==> src/rtl/clock_set_ctrl.sv <==
// Time-setting controller: edits a shadow hour/minute through
// RUN -> EDIT_HOUR -> EDIT_MIN -> RUN and strobes load on commit.
// Optional feature macro: BTN_AUTOREPEAT_EN (held UP/DOWN auto-repeats).
module clock_set_ctrl #(
    parameter int unsigned HOUR_MAX    = 23,
    parameter int unsigned MIN_MAX     = 59,
    parameter int unsigned TIMEOUT_CYC = 1900
`ifdef BTN_AUTOREPEAT_EN
    ,
    parameter int unsigned REPEAT_DELAY = 95,
    parameter int unsigned REPEAT_RATE  = 19
`endif
) (
    input  logic       clk190,
    input  logic       rst_n,
    input  logic [2:0] btn_in,
    input  logic [4:0] cur_hour,
    input  logic [5:0] cur_min,
    output logic [1:0] mode,
    output logic [4:0] set_hour,
    output logic [5:0] set_min,
    output logic       load
);

    localparam int unsigned HW = 5;
    localparam int unsigned MW = 6;
    localparam int unsigned IW = $clog2(TIMEOUT_CYC + 1);
    localparam logic [HW-1:0] HMAX = HW'(HOUR_MAX);
    localparam logic [MW-1:0] MMAX = MW'(MIN_MAX);

    typedef enum logic [1:0] {
        S_RUN  = 2'b00,
        S_HOUR = 2'b01,
        S_MIN  = 2'b10
    } state_e;

    state_e        state_q, state_d;
    logic [2:0]    btn_q;
    logic [HW-1:0] hour_q, hour_d;
    logic [MW-1:0] min_q, min_d;
    logic          load_q, load_d;
    logic [IW-1:0] idle_q, idle_d;

    logic [2:0]    press;
    logic          up_step, dn_step, do_up, do_dn;
    logic          rep_up, rep_dn;
    logic [HW-1:0] hour_inc, hour_dec, hour_cap;
    logic [MW-1:0] min_inc, min_dec, min_cap;

    // Edge detect and field arithmetic with wrap / capture clamping
    always_comb begin
        press    = btn_in & ~btn_q;
        up_step  = press[1] & ~press[2];
        dn_step  = press[2] & ~press[1];
        hour_inc = (hour_q == HMAX) ? '0 : hour_q + HW'(1);
        hour_dec = (hour_q == '0) ? HMAX : hour_q - HW'(1);
        min_inc  = (min_q == MMAX) ? '0 : min_q + MW'(1);
        min_dec  = (min_q == '0) ? MMAX : min_q - MW'(1);
        hour_cap = (cur_hour > HMAX) ? HMAX : cur_hour;
        min_cap  = (cur_min > MMAX) ? MMAX : cur_min;
    end

`ifdef BTN_AUTOREPEAT_EN
    localparam int unsigned RW = $clog2(REPEAT_DELAY + 1);
    logic [RW-1:0] rep_q, rep_d;
    logic          held_up, held_dn;

    // Hold counter: first extra step after REPEAT_DELAY, then every REPEAT_RATE
    always_comb begin
        rep_d   = '0;
        rep_up  = 1'b0;
        rep_dn  = 1'b0;
        held_up = btn_in[1] & ~btn_in[2];
        held_dn = btn_in[2] & ~btn_in[1];
        if (state_q != S_RUN && !press[0] && (held_up || held_dn)) begin
            if (press[1] || press[2]) begin
                rep_d = '0;
            end else if (rep_q == RW'(REPEAT_DELAY - 1)) begin
                rep_d  = RW'(REPEAT_DELAY - REPEAT_RATE);
                rep_up = held_up;
                rep_dn = held_dn;
            end else begin
                rep_d = rep_q + RW'(1);
            end
        end
        if (state_d != state_q) begin
            rep_d = '0;
        end
    end

    // Repeat counter register
    always_ff @(posedge clk190 or negedge rst_n) begin
        if (!rst_n) begin
            rep_q <= '0;
        end else begin
            rep_q <= rep_d;
        end
    end
`else
    // No auto-repeat: only press edges step the fields
    always_comb begin
        rep_up = 1'b0;
        rep_dn = 1'b0;
    end
`endif

    // Next state, shadow edits, idle timeout and commit strobe
    always_comb begin
        state_d = state_q;
        hour_d  = hour_q;
        min_d   = min_q;
        load_d  = 1'b0;
        idle_d  = idle_q;
        do_up   = up_step | rep_up;
        do_dn   = dn_step | rep_dn;
        case (state_q)
            S_RUN: begin
                idle_d = '0;
                if (press[0]) begin
                    state_d = S_HOUR;
                    hour_d  = hour_cap;
                    min_d   = min_cap;
                end
            end
            S_HOUR, S_MIN: begin
                if (press[0]) begin
                    state_d = (state_q == S_HOUR) ? S_MIN : S_RUN;
                    load_d  = (state_q == S_MIN);
                    idle_d  = '0;
                end else if ((|press) || do_up || do_dn) begin
                    idle_d = '0;
                    if (state_q == S_HOUR) begin
                        if (do_up)      hour_d = hour_inc;
                        else if (do_dn) hour_d = hour_dec;
                    end else begin
                        if (do_up)      min_d = min_inc;
                        else if (do_dn) min_d = min_dec;
                    end
                end else if (idle_q == IW'(TIMEOUT_CYC - 1)) begin
                    state_d = S_RUN;
                    idle_d  = '0;
                end else begin
                    idle_d = idle_q + IW'(1);
                end
            end
            default: begin
                state_d = S_RUN;
                idle_d  = '0;
            end
        endcase
    end

    // State and output registers
    always_ff @(posedge clk190 or negedge rst_n) begin
        if (!rst_n) begin
            state_q <= S_RUN;
            btn_q   <= '0;
            hour_q  <= '0;
            min_q   <= '0;
            load_q  <= 1'b0;
            idle_q  <= '0;
        end else begin
            state_q <= state_d;
            btn_q   <= btn_in;
            hour_q  <= hour_d;
            min_q   <= min_d;
            load_q  <= load_d;
            idle_q  <= idle_d;
        end
    end

    assign mode     = state_q;
    assign set_hour = hour_q;
    assign set_min  = min_q;
    assign load     = load_q;

endmodule

==> config.mk <==
export PLATFORM = sky130hd
export DESIGN_NAME = clock_set_ctrl
export DESIGN_NICKNAME = d
export VERILOG_FILES = /design/src/rtl/clock_set_ctrl.sv
export SDC_FILE = /design/constraint.sdc
export NUM_CORES = 1
export LEC_CHECK = 0
export ABC_AREA = 0
export BUFFER_PORTS_ARGS = -buffer_cell sky130_fd_sc_hd__buf_2
export CAP_MARGIN = 0
export CORE_MARGIN = 8
export CORE_UTILIZATION = 32
export DETAILED_ROUTE_END_ITERATION = 8
export SLEW_MARGIN = 30
export SYNTH_ARGS = -nofsm -noshare
export SYNTH_HDL_FRONTEND = slang
export SYNTH_SLANG_ARGS = --single-unit
==> constraint.sdc <==
create_clock -name clk190 -period 2 [get_ports clk190]
set_clock_uncertainty 0.2 [all_clocks]
set_input_delay 0.3 -clock clk190 [delete_from_list [all_inputs] [get_ports clk190]]
set_output_delay 0.3 -clock clk190 [all_outputs]
set_load 0.005 [all_outputs]
==> key figures <==
Floorplanning
  • Die ar.: 8794 sq um
  • Die width: approximately 94 um
  • Initial Utilization: about a third
  • # rows: 28
  • IO Count: 30
  • Die Height: between 90 and 100 um
  • Core Area: 5886 sq um

Finish
  • Register Area: 700.7 sq um
  • Final instance area: 2495 sq um
  • Final nets: 302
  • Area of the multi-input gates: ~1200 sq um
  • Share of layout cells above drive strength 1: 30.66%
  • Area grow syn2layout: 28.89%
  • Fin cells: 349
  • # fillers: 607
  • Inserted Diodes: 0

GRT
  • First-pass GRT wire length: 7755 um
  • Initial antenna violation count: 0
  • Gr ovfl total: 0
  • Vias in the first global route: roughly 1700
  • Largest net degree at the start of global routing: 29
  • GRT Total Usage: 10.66%

Clock tree
  • CTS tree: done
  • Root buffer cell: clkbuf_8
  • Total CTS buffers: 3
  • CTS sink cnt: 28
  • Worst skew pair latency: 0.27 ns
  • H-tree Lvls: 1
  • Clock Path Buffers: 2
  • Clock-pin slew on the worst setup and hold paths: 0.10 ns

Flow run
  • Max Cap Viol: 0

Detailed routing
  • DRT iter0 DRCs: 69
  • First-pass iteration count of the detailed router: 4
  • Wirelength per Cell: 12.95 um
  • DRC Markers: 0
  • Final wirelength: 4521 um
  • Post-DR vias/cell: 5.103
  • Routed Antenna Nets: 0
  • Vias after detailed routing: ~1800

Setup path
  • Startpoint types: flip-flop
  • Setup CP Type: flip-flop to flip-flop
  • Largest stage delay, worst path: 0.37 ns
  • Critical path peak fanout: 5
  • CP Data Arrival Time: 1.95 ns
  • Reg2Reg Depth: 6
  • Crit. End Element: flip-flop
  • Slowest cell on crit path: dfrtp_1
  • Worst EP required: 1.97 ns
  • Crit path cell chain: nand2b_4, ha_4, nor4_4, a2bb2oi_2, nor4b_2, a211o_1

Synthesis
  • Cell variety after synth: 46
  • Number of synthesized flops with an enable pin: 0
  • Post-synthesis sequential area ratio: approximately 36%
  • YS warnings: 0
  • Post-synth top area cell: dfrtp_1
  • Count leader, synth: dfrtp_1
  • Post-Syn Area: ~1900 sq um
  • Primary flip-flop cell chosen by synthesis mapping: dfrtp_1
  • Yosys top cell area share: 36.20%
  • Post-synth top cells: dfrtp_1 (28), nor2_1 (22), nand2_1 (17)
  • #FFs+latches synth: 28
  • Synth top area cells: dfrtp_1 (36%), ha_1 (7.1%), nor2_1 (4.3%), xor2_1 (3.6%), nand2_1 (3.3%)
  • Syn nets: 250
  • Synth Area per Inst: 8.680 sq um
  • Post-Synthesis Cells: ~220
  • Fraction of registers with async set/reset: 100.0%

Power
  • Power Density: 1272 nW/um^2
  • Peak supply drop: 717.9 uV
  • Leak: 1.106 nW
  • Tot Pwr: 3.174 mW

STA
  • F_max: 0.5058 GHz
  • Rel. slew slack: 58.08%
  • TNS Setup: 0 ns
  • Tmin final: between 1.5 and 2 ns
  • Tightest Pin Transition: 0.6288 ns
  • Crit share post-route: 98.86%
  • Final setup vio count: 0
  • Fin. max-slew vios: 0
  • Hold Violations, Final: 0
  • RSZ-0062 raised after global routing: true
  • Hold Slack: 0.07810 ns

Placement
  • Cell Area, Placed: 2316 sq um
  • RePlAce Congestion: 0.8199
  • # port buffers: 29
  • Cell total after placement: 338
  • DP HPWL: 3483 um

Status
  • Outcome: complete, no violations

Worst hold path
  • Min-delay worst type: primary input to flip-flop
  • Hold path depth: 3
-- registers in the layout, indices dropped and copies added (netlist names) --
register / cells
mode: 2
idle_q: 11
set_hour: 5
load: 1
btn_q: 3
set_min: 6
-- layout make-up --
class	instances	area share (%)
clock buffers	4	2.207
inverters	13	2.056
multi-input cells	169	48.19
flip-flops and latches	28	28.08
well taps	75	3.761
repair buffers	60	15.70
-- report_power, final --
group / internal [mW] / total (mW) / switching, mW
combinational: 0.902 / 1.95 / 1.04
clock: 0.176 / 0.349 / 0.173
sequential: 0.709 / 0.879 / 0.169
total: 1.79 / 3.17 / 1.39
-- cells in the final DEF, fill, tap and decap left out, types with 9 or more instances in the layout --
cell type,Yosys,layout
buf_4,0,26
a21oi_1,11,11
ha_1,11,9
nand3_1,11,11
o21ai_0,10,10
inv_1,13,12
dfrtp_1,28,28
nand2_1,17,17
buf_2,8,29
nor2_1,22,15
-- layer usage --
metal | up-vias | GRT usage [%] | part of all wire [%]
li1 | 892 | - | -
met1 | 848 | 14.62 | 50
met2 | 37 | 16.16 | 45
met3 | 4 | 3.118 | 4.4
met4 | 0 | 1.982 | 0.69
met5 | - | 0 | 0
-- per-stage QoR --
stage	util, %	setup WS (ns)
final	42.39	0.02289
after detailed placement	39.35	-0.07690
after global routing	42.39	-0.09593
after CTS	41.31	0.01020
after global placement	39.35	-0.05713
after floorplan	-	0.005092
-- what timing repair did --
item	in CTS	in global routing
endpoints found under the hold margin	31	0
pin swaps	2	7
hold buffers	4	0
setup buffers	0	3
setup endpoints to repair	16	19
resized for setup	5	14
-- logic make-up (layout without fill, tap and decap cells) --
logic type / count (synthesis) / in the layout / synth area share [%]
and+or+nand+nor: 90 / 90 / 25.53
AOI/OAI and AO/OA: 51 / 51 / 17.65
DFF: 28 / 28 / 36.20
buffers and inverters: 26 / 77 / 5.559
xor gates and xnor gates: 14 / 14 / 6.335
adders and majority gates: 11 / 11 / 7.110
muxes: 3 / 3 / 1.616
-- worst max-delay path: cells and delay by family, from the launching register on --
family                   cells  cell delay (ns)
AND/OR/NAND/NOR              3             0.59
AO/OA/AOI/OAI                2             0.56
flip-flops                   1             0.37
adder cells (fa/ha/maj)      1             0.16
-- final timing paths --
path                               endpoint  slack, ns        from
worst max-delay path            set_hour[2]       0.02    btn_q[1]
worst min-delay path             set_min[0]       0.08  cur_min[0]
worst max register to register  set_hour[2]       0.02    btn_q[1]
worst min register to register    idle_q[0]       0.29   idle_q[0]
max in group asynchronous           mode[1]       0.81       rst_n
min in group asynchronous        set_min[3]       0.38       rst_n
Note: power is estimated with default switching activity, not from simulation.
